`src/rtl/ram_pkg.sv`:
```
// Shared types and sizing for the RAM write buffer.
// Entry layout is common to the buffer storage and the match search.
package ram_pkg;

  localparam int RAM_DATA_WIDTH = 16;
  localparam int RAM_WORDS      = 1024;
  localparam int ADDR_BITS      = $clog2(RAM_WORDS);
  localparam int WB_DEPTH       = 4;

  typedef struct packed {
    logic [ADDR_BITS-1:0]      addr;
    logic [RAM_DATA_WIDTH-1:0] data;
  } wb_entry_t;

endpackage

```
`src/rtl/wb_match.sv`:
```
// Youngest-match search over the valid window of the write buffer.
// Later (younger) matches override earlier ones in the scan.
module wb_match
  import ram_pkg::*;
#(
  parameter int DEPTH = WB_DEPTH,
  parameter int IW    = $clog2(DEPTH),
  parameter int PW    = IW + 1
) (
  input  wb_entry_t            entries [DEPTH],
  input  logic [PW-1:0]        rd_ptr,
  input  logic [PW-1:0]        wr_ptr,
  input  logic [ADDR_BITS-1:0] addr,
  output logic                 hit,
  output logic [IW-1:0]        idx
);

  logic [PW-1:0] cnt;
  logic [IW-1:0] slot;

  assign cnt = wr_ptr - rd_ptr;

  always_comb begin
    hit  = 1'b0;
    idx  = '0;
    slot = '0;
    for (int k = 0; k < DEPTH; k++) begin
      slot = rd_ptr[IW-1:0] + IW'(k);
      if (PW'(k) < cnt && entries[slot].addr == addr) begin
        hit = 1'b1;
        idx = slot;
      end
    end
  end

endmodule

```
`src/rtl/ram_write_buffer.sv`:
```
// Posted-write FIFO between the cache memory port and the data RAM.
// Read misses bypass pending drains; read hits forward buffered data.
module ram_write_buffer
  import ram_pkg::*;
#(
  parameter int DATA_WIDTH         = RAM_DATA_WIDTH,
  parameter int RAM_REGISTER_COUNT = RAM_WORDS,
  parameter int DEPTH              = WB_DEPTH,
  parameter int AW                 = $clog2(RAM_REGISTER_COUNT),
  parameter int IW                 = $clog2(DEPTH),
  parameter int PW                 = IW + 1
) (
  input  logic                  clk,
  input  logic                  resetN,
  input  logic [DATA_WIDTH-1:0] up_out_m,
  input  logic                  up_write_m,
  input  logic                  up_read_m,
  input  logic [AW-1:0]         up_data_addr,
  output logic [DATA_WIDTH-1:0] up_in_m,
  output logic                  up_stall,
  input  logic [DATA_WIDTH-1:0] mem_in_m,
  output logic [DATA_WIDTH-1:0] mem_out_m,
  output logic                  mem_write_m,
  output logic                  mem_read_m,
  output logic [AW-1:0]         mem_data_addr,
  input  logic                  mem_ready,
  output logic [PW-1:0]         buf_count
);

  wb_entry_t     buf_q [DEPTH];
  wb_entry_t     head;
  logic [PW-1:0] wr_ptr;
  logic [PW-1:0] rd_ptr;
  logic          empty;
  logic          full;
  logic          hit;
  logic [IW-1:0] hit_idx;
  logic          rd_miss;
  logic          drain;
  logic          push;
  logic          pop;

  wb_match #(.DEPTH(DEPTH)) u_match (
    .entries (buf_q),
    .rd_ptr  (rd_ptr),
    .wr_ptr  (wr_ptr),
    .addr    (up_data_addr),
    .hit     (hit),
    .idx     (hit_idx)
  );

  assign buf_count = wr_ptr - rd_ptr;
  assign empty     = wr_ptr == rd_ptr;
  assign full      = (wr_ptr[IW-1:0] == rd_ptr[IW-1:0])
                  && (wr_ptr[IW] != rd_ptr[IW]);
  assign head      = buf_q[rd_ptr[IW-1:0]];

  assign rd_miss  = up_read_m && !hit;
  assign drain    = !empty && !rd_miss;
  // Full stalls even if a pop lands this cycle: keeps mem_ready off the push path.
  assign up_stall = (up_write_m && full) || (rd_miss && !mem_ready);
  assign push     = up_write_m && !up_stall;
  assign pop      = drain && mem_ready;

  always_ff @(posedge clk or negedge resetN) begin
    if (!resetN) begin
      wr_ptr <= '0;
      rd_ptr <= '0;
    end else begin
      if (push) wr_ptr <= wr_ptr + 1'b1;
      if (pop)  rd_ptr <= rd_ptr + 1'b1;
    end
  end

  always_ff @(posedge clk) begin
    if (push) begin
      buf_q[wr_ptr[IW-1:0]] <= '{addr: up_data_addr, data: up_out_m};
    end
  end

  always_comb begin
    mem_write_m   = 1'b0;
    mem_read_m    = 1'b0;
    mem_data_addr = '0;
    mem_out_m     = '0;
    up_in_m       = '0;
    unique case (1'b1)
      rd_miss: begin
        mem_read_m    = 1'b1;
        mem_data_addr = up_data_addr;
        up_in_m       = mem_in_m;
      end
      drain: begin
        mem_write_m   = 1'b1;
        mem_data_addr = head.addr;
        mem_out_m     = head.data;
      end
      default: ;
    endcase
    if (up_read_m && hit) up_in_m = buf_q[hit_idx].data;
  end

endmodule

```
`config.mk`:
```
export PLATFORM = sky130hd
export DESIGN_NAME = ram_write_buffer
export DESIGN_NICKNAME = d
export VERILOG_FILES = /design/src/rtl/ram_pkg.sv /design/src/rtl/wb_match.sv /design/src/rtl/ram_write_buffer.sv
export SDC_FILE = /design/constraint.sdc
export NUM_CORES = 1
export LEC_CHECK = 0
export BUFFER_PORTS_ARGS = -buffer_cell sky130_fd_sc_hd__buf_2
export CAP_MARGIN = 20
export CORE_MARGIN = 10
export CORE_UTILIZATION = 32
export DETAILED_ROUTE_END_ITERATION = 16
export SLEW_MARGIN = 20
export SYNTH_ARGS = -nofsm -noshare
export SYNTH_HDL_FRONTEND = slang
export SYNTH_HIERARCHICAL = 1
export SYNTH_SLANG_ARGS = --single-unit
```
`constraint.sdc`:
```
create_clock -name clk -period 8.7 [get_ports clk]
set_input_delay 0.435 -clock clk [delete_from_list [all_inputs] [get_ports clk]]
set_output_delay 0.435 -clock clk [all_outputs]
set_load 0.03 [all_outputs]
```
Word-level counts from Yosys, hierarchy flattened
Cells that the tools add are included.
{"block": "totals", "elab_cells": 91, "inputBits": 47, "register_bits": 110}
{"block": "classes", "reduce_logical": 19, "muxes": 32, "bitwise": 6, "add_sub_neg": 6, "eq_ne": 7, "magnitude_cmp": 11}
{"op": "binary-select mux 26 bit (select 2 bit)", "n": 5}
{"op": "two-way mux 26 bit", "n": 9}
{"op": "bitwise mux 104 bit", "n": 1}
{"op": "two-way mux 16 bit", "n": 5}
{"op": "demux 26 bit (select 2 bit)", "n": 1}
{"op": "equality test 10 bit", "n": 4}
{"op": "one-hot mux 10 bit (2 select lines)", "n": 1}
{"op": ">= comparator 3 bit, second input constant", "n": 6}
{"op": "NOT 2 -> 3 bit", "n": 6}
{"op": "logical AND 1 bit", "n": 13}
{"op": "two-way mux 2 bit", "n": 4}
{"op": "adder 3 x 1 -> 3 bit, second input constant", "n": 2}
{"op": "less-than comparator 1 x 3 -> 1 bit, first input constant", "n": 2}
{"op": "less-than comparator 2 x 3 -> 1 bit, first input constant", "n": 2}
{"op": "two-way mux 1 bit", "n": 6}
{"op": "logical NOT 1 bit", "n": 5}
{"op": "adder 2 bit, second input constant", "n": 2}
{"op": "equality test 3 bit", "n": 1}
{"op": "less-than comparator 3 x 1 -> 1 bit, second input constant", "n": 1}
{"op": "subtractor 3 bit", "n": 1}
{"op": "adder 2 x 1 -> 2 bit, second input constant", "n": 1}
{"op": "equality test 2 bit", "n": 1}
{"op": "logical OR 1 bit", "n": 1}
{"op": "!= test 1 bit", "n": 1}

Depth between registers and ports, before layout
{"block": "logic_depth", "ltp_word": 16, "mapped_depth": 17}

By module
The synthesis kept the hierarchy.
{"module": "ram_write_buffer", "instances": 1, "cells_per_inst": 272, "area_each_um2": 5068.6}
{"module": "wb_match", "instances": 1, "cells_per_inst": 177, "area_each_um2": 1555.2}

Least setup slack after synthesis
OpenSTA, ideal clock, no wires.
{"block": "synth_timing", "path_kind": "reg-to-output", "start": "register rd_ptr[1]", "end": "output up_in_m[10]", "t_required_ns": 8.265, "setup_slack_ns": 4.402, "t_arrival_ns": 3.863, "path_stages_with_launch": 17, "cell_sequence": "dfrtp_1 > buf_2 > clkinv_1 > buf_2 > fa_1 > xor2_1 > xnor2_1 > a21o_1 > o2111ai_1 > or4_1 > a21o_1 > a21oi_1 > buf_4 > buf_4 > mux4_2 > nand2_1 > nand2_1"}
{"block": "synth_between", "elab_chain_len": 15}
{"item": "from (decl)", "line_no": "ram_write_buffer.sv:33", "rtl": "logic [PW-1:0] rd_ptr;"}
{"item": "from (signal assigned)", "line_no": "ram_write_buffer.sv:71", "rtl": "if (pop) rd_ptr <= rd_ptr + 1'b1;"}
{"item": "adder 2 x 1 -> 2 bit / NOT 2 -> 3 bit (equally long branches)", "line_no": "wb_match.sv:28, wb_match.sv:29"}
{"item": "NOT 2 -> 3 bit (implied by the code) / binary-select mux 26 bit (select 2 bit) (equally long branches)", "line_no": "wb_match.sv:29", "rtl": "if (PW'(k) < cnt && entries[slot].addr == addr) begin"}
{"item": "binary-select mux 26 bit (select 2 bit) / two-way mux 26 bit (equally long branches)", "line_no": "wb_match.sv:29"}
{"item": "two-way mux 26 bit (implied by the code)", "line_no": "wb_match.sv:29"}
{"item": "two-way mux 26 bit (implied by the code) / equality test 10 bit (equally long branches)", "line_no": "wb_match.sv:29"}
{"item": "equality test 10 bit / logical AND 1 bit (equally long branches)", "line_no": "wb_match.sv:29"}
{"item": "logical AND 1 bit / two-way mux 2 bit (equally long branches)", "line_no": "wb_match.sv:29"}
{"item": "two-way mux 2 bit (2 in a row)", "line_no": "wb_match.sv:29"}
{"item": "two-way mux 2 bit (*)", "line_no": "wb_match.sv:29"}
{"item": "via hit_idx[0]", "line_no": "ram_write_buffer.sv:37", "rtl": "logic [IW-1:0] hit_idx;"}
{"item": "NOT 2 -> 3 bit (implied by the code) (*)", "line_no": "ram_write_buffer.sv:100", "rtl": "if (up_read_m && hit) up_in_m = buf_q[hit_idx].data;"}
{"item": "binary-select mux 26 bit (select 2 bit) (*)", "line_no": "ram_write_buffer.sv:100"}
{"item": "two-way mux 16 bit (implied by the code) (*) (2 in a row)", "line_no": "ram_write_buffer.sv:100"}
{"item": "two-way mux 16 bit (*)", "line_no": "ram_write_buffer.sv:100"}
{"item": "to (decl)", "line_no": "ram_write_buffer.sv:19", "rtl": "output logic [DATA_WIDTH-1:0] up_in_m,"}
The timed path passes the listed nets; every way through them passes the cells marked *. The select of a mux whose other input is x is not followed.

Worst setup path in the final report
{"block": "layout_timing", "start": "register rd_ptr[0]", "end": "output mem_data_addr[6]"}
{"block": "layout_between", "elab_chain_len": 15}
{"item": "adder 2 x 1 -> 2 bit / NOT 2 -> 3 bit (equally long branches)", "line_no": "wb_match.sv:28, wb_match.sv:29"}
{"item": "NOT 2 -> 3 bit (implied by the code) / binary-select mux 26 bit (select 2 bit) (equally long branches)", "line_no": "wb_match.sv:29"}
{"item": "binary-select mux 26 bit (select 2 bit) / two-way mux 26 bit (equally long branches)", "line_no": "wb_match.sv:29"}
{"item": "two-way mux 26 bit (implied by the code)", "line_no": "wb_match.sv:29"}
{"item": "two-way mux 26 bit (implied by the code) / equality test 10 bit (equally long branches)", "line_no": "wb_match.sv:29"}
{"item": "equality test 10 bit / logical AND 1 bit (equally long branches)", "line_no": "wb_match.sv:29"}
{"item": "logical AND 1 bit / two-way mux 1 bit (equally long branches)", "line_no": "wb_match.sv:29"}
{"item": "two-way mux 1 bit (2 in a row)", "line_no": "wb_match.sv:29"}
{"item": "two-way mux 1 bit (*)", "line_no": "wb_match.sv:29"}
{"item": "via hit", "line_no": "ram_write_buffer.sv:36", "rtl": "logic hit;"}
{"item": "logical NOT 1 bit (*)", "line_no": "ram_write_buffer.sv:58", "rtl": "assign rd_miss = up_read_m && !hit;"}
{"item": "logical AND 1 bit (*)", "line_no": "ram_write_buffer.sv:58"}
{"item": "logical NOT 1 bit", "line_no": "ram_write_buffer.sv:59", "rtl": "assign drain = !empty && !rd_miss;"}
{"item": "logical AND 1 bit", "line_no": "ram_write_buffer.sv:59"}
{"item": "one-hot mux 10 bit (2 select lines) (*)", "line_no": "ram_write_buffer.sv:87", "rtl": "unique case (1'b1)"}
{"item": "to (decl)", "line_no": "ram_write_buffer.sv:25", "rtl": "output logic [AW-1:0] mem_data_addr,"}
Marked as above.

==> impl_metrics.toml <==
[worst_setup_path]
arrival_ps = 5420
path_buf_inv = 3
timing.rr.start = "rd_ptr[0]"
crit_chain = "buf_4, mux4_2, xnor2_1, o2111ai_1, nor4_1, nor2_1, nand2_1, nand2b_1, inv_2, a31oi_4, a22o_1, buf_2"
setup.worst_path.end_class = "output port"
cp.required_ps = 8270
reg2reg_to = "buf_q[48]"
worstSetupPathType = "reg -> out"
cp_max_fo = 49
cp_top_family = "compound AO/OA/AOI/OAI gates"
cp_slowest_cell = "a31oi_4"
worstSetupStartpointType = "flop"
max_stage_delay_ps = 760
r2r_slack_ps = 3750
ff2ff_path_depth = 10

[timing]
clock_skew_ps = 9.47
finalCriticalPeriod_ps = 5860
holdWs_ps = 290
fin_crit_sh_pct = 67.3
timing.slew.headroom_pct = 40.3
tns_ps = 0
rsz0062_at_grt = "false"
slew_viol_final = 0
finalHoldViolations = 0
setup_violations = 0
max_freq_ghz = 0.171
worst_pin_slew_ps = 896

[placed_design]
dp_hpwl_um = 11600
port_buffers = 94
finalWeightedCongestion = 0.829

[drt]
ant_nets = 0
vias_per_cell = 5.11
dr.pass1.iters = 4
avgRoutedWirePerCell_um = 20.7
drt-initial-drc-count = 183
remaining_drc_errors = 0
routed_wl_um = 16500
vias = 4084

[synthesis]
syn_area_sq_um = 6620
synth_nets = 506
syn_inst = 449
yosysSeqAreaShare_pct = 49.4
ys_warn_count = 6
ys_seq_elements = 110
synth_cell_type_count = 49
syn_area_per_cell_sq_um = 14.8

[clock_tree]
cts_buffer_depth = 2
cts_resized = 0
cts_made_buffers = 9
insertion_delay_ps = 350
path_clk_slew_ps = 70
h-tree-depth = 3
cts_hold_buffers = 1
cts_root_buffer = "clkbuf_16"
cts_tree = "built"
cts_sinks = 110
cts_setup_buffers = 0

[worst_hold_path]
hold_start = "up_out_m[8]"
hold-path-endpoint = "buf_q[34]"
hold_class = "in -> reg"
hold_depth = 1

[power]
p_leak_nw = 2.75
ir_drop_v = 0.000133
power_density_nw_per_um2 = 341

[finish]
drive_above_1_share_pct = 35.2
mostFrequentLayoutCells = "edfxtp_1, buf_2, mux4_2, xnor2_1, mux2i_1"
diodes = 0
fin_nets = 582
synthToLayoutAreaGrowth_pct = 13.9
mostFrequentLayoutCell = "edfxtp_1"

[job]
cap_viol_max_count = 0

[global_routing]
grt_pass1_vias = 4552
antenna_found_initial = 1
track_usage_pct = 12.4
grt_max_degree = 56
grt_overflow = 0
grt_pass1_wl_um = 25800

[die]
start_util_pct = 32.6
dieArea_sq_um = 26900
ios = 95
fp.dieW_um = 164
rows = 52
die_h_um = 164
core-area_sq_um = 20300

[run_status]
outcome = "completed"
[routing by layer]
| metal | part of all wire, % | vias up | track usage [%] |
|---|---|---|---|
| met4 | 1.3 | 2 | 3.61 |
| met5 | 0.079 | - | 0 |
| li1 | - | 1889 | - |
| met3 | 5.4 | 17 | 3.50 |
| met2 | 50 | 113 | 21.2 |
| met1 | 43 | 2063 | 15.0 |
[Yosys cell counts (all sizes together)]
master / number / share of area [%]
clkinv: 1 / 0.057
dfrtp: 6 / 2.3
ha: 8 / 1.5
o211a: 1 / 0.15
xnor2: 44 / 5.9
nand3: 2 / 0.15
nor4: 5 / 1.0
o311ai: 2 / 0.38
o31a: 1 / 0.13
a21oi: 4 / 0.30
a21o: 2 / 0.23
mux2: 8 / 1.5
nor2: 8 / 0.45
a31oi: 1 / 0.32
mux2i: 39 / 5.9
or4: 1 / 0.11
inv: 10 / 0.57
nand4: 4 / 0.38
o21ai: 4 / 0.30
nand2b: 2 / 0.19
a211oi: 2 / 0.23
fa: 2 / 0.60
o22ai: 1 / 0.095
mux4: 50 / 17
xor2: 10 / 1.3
nor3: 8 / 0.68
or3b: 1 / 0.13
nand2: 31 / 1.8
clkbuf: 15 / 0.85
nand3b: 11 / 1.2
a22o: 15 / 2.0
o211ai: 2 / 0.23
and2: 20 / 1.9
o2111ai: 3 / 0.40
a22oi: 1 / 0.11
edfxtp: 104 / 47
buf: 20 / 2.5
[where the power goes]
part	internal [W]	leakage, nW	switching [W]
Combinational	0.000600	1.60	0.000805
Clock	0.000195	0.131	0.000193
Sequential	0.000694	1.02	0.0000857
[final cells by class]
cell class / count / area (sq um)
multi-input cells: 293 / 3100
repair buffers: 100 / 518
flip-flops and latches: 110 / 3280
clock buffers: 9 / 225
fillers: 1984 / 12800
inverters: 11 / 41.3
well taps: 270 / 338
clock inverters: 6 / 48.8
[sequential cells by signal, indices dropped and copies added, names as in the netlist]
| register | count |
|---|---|
| buf_q | 104 |
| rd_ptr | 3 |
| wr_ptr | 3 |
[worst reg2reg max path: stages, from the launching register on]
cell	delay, ps
dfrtp_4	710
buf_4	770
mux4_2	650
xnor2_1	200
o2111ai_1	170
nor4_1	400
nor2_1	130
nand2_1	350
or3b_2	240
o211a_1	220
and2_2	720
[worst max-delay path by stage]
stage / start / to / slack [ps] / cells after the start
3_5_place_dp: rd_ptr[0] / mem_data_addr[6] / 3160 / 12
5_1_grt: rd_ptr[0] / mem_data_addr[6] / 2380 / 12
6_report: rd_ptr[0] / mem_data_addr[6] / 2840 / 12
4_1_cts: rd_ptr[0] / mem_data_addr[6] / 2760 / 12
3_3_place_gp: rd_ptr[0] / mem_data_addr[6] / 3360 / 12
2_1_floorplan: rd_ptr[1] / up_in_m[10] / 4400 / 16
[per-stage QoR]
stage                     setup WS (ps)  instance area (sq um)  util, %  std cells  power (W)
after floorplan                    4400                   6620        -        449    0.00190
after global placement             3360                   7260     35.8        783    0.00220
after detailed placement           3160                   7260     35.8        783    0.00222
after CTS                          2760                   7550     37.2        799    0.00261
after global routing               2380                   7550     37.2        799    0.00273
final                              2840                   7550     37.2        799    0.00257
[kinds of logic (layout without fill, tap and decap cells)]
family	after synthesis	in the layout	share of synthesized area, %
xor+xnor	54	54	7.25
mux	97	97	24.4
fa+ha+maj	10	10	2.12
buf+inv	46	126	3.93
compound gates	39	39	4.85
simple gates	93	93	8.01
flops	110	110	49.4
Note: power is estimated with default switching activity, not from simulation.
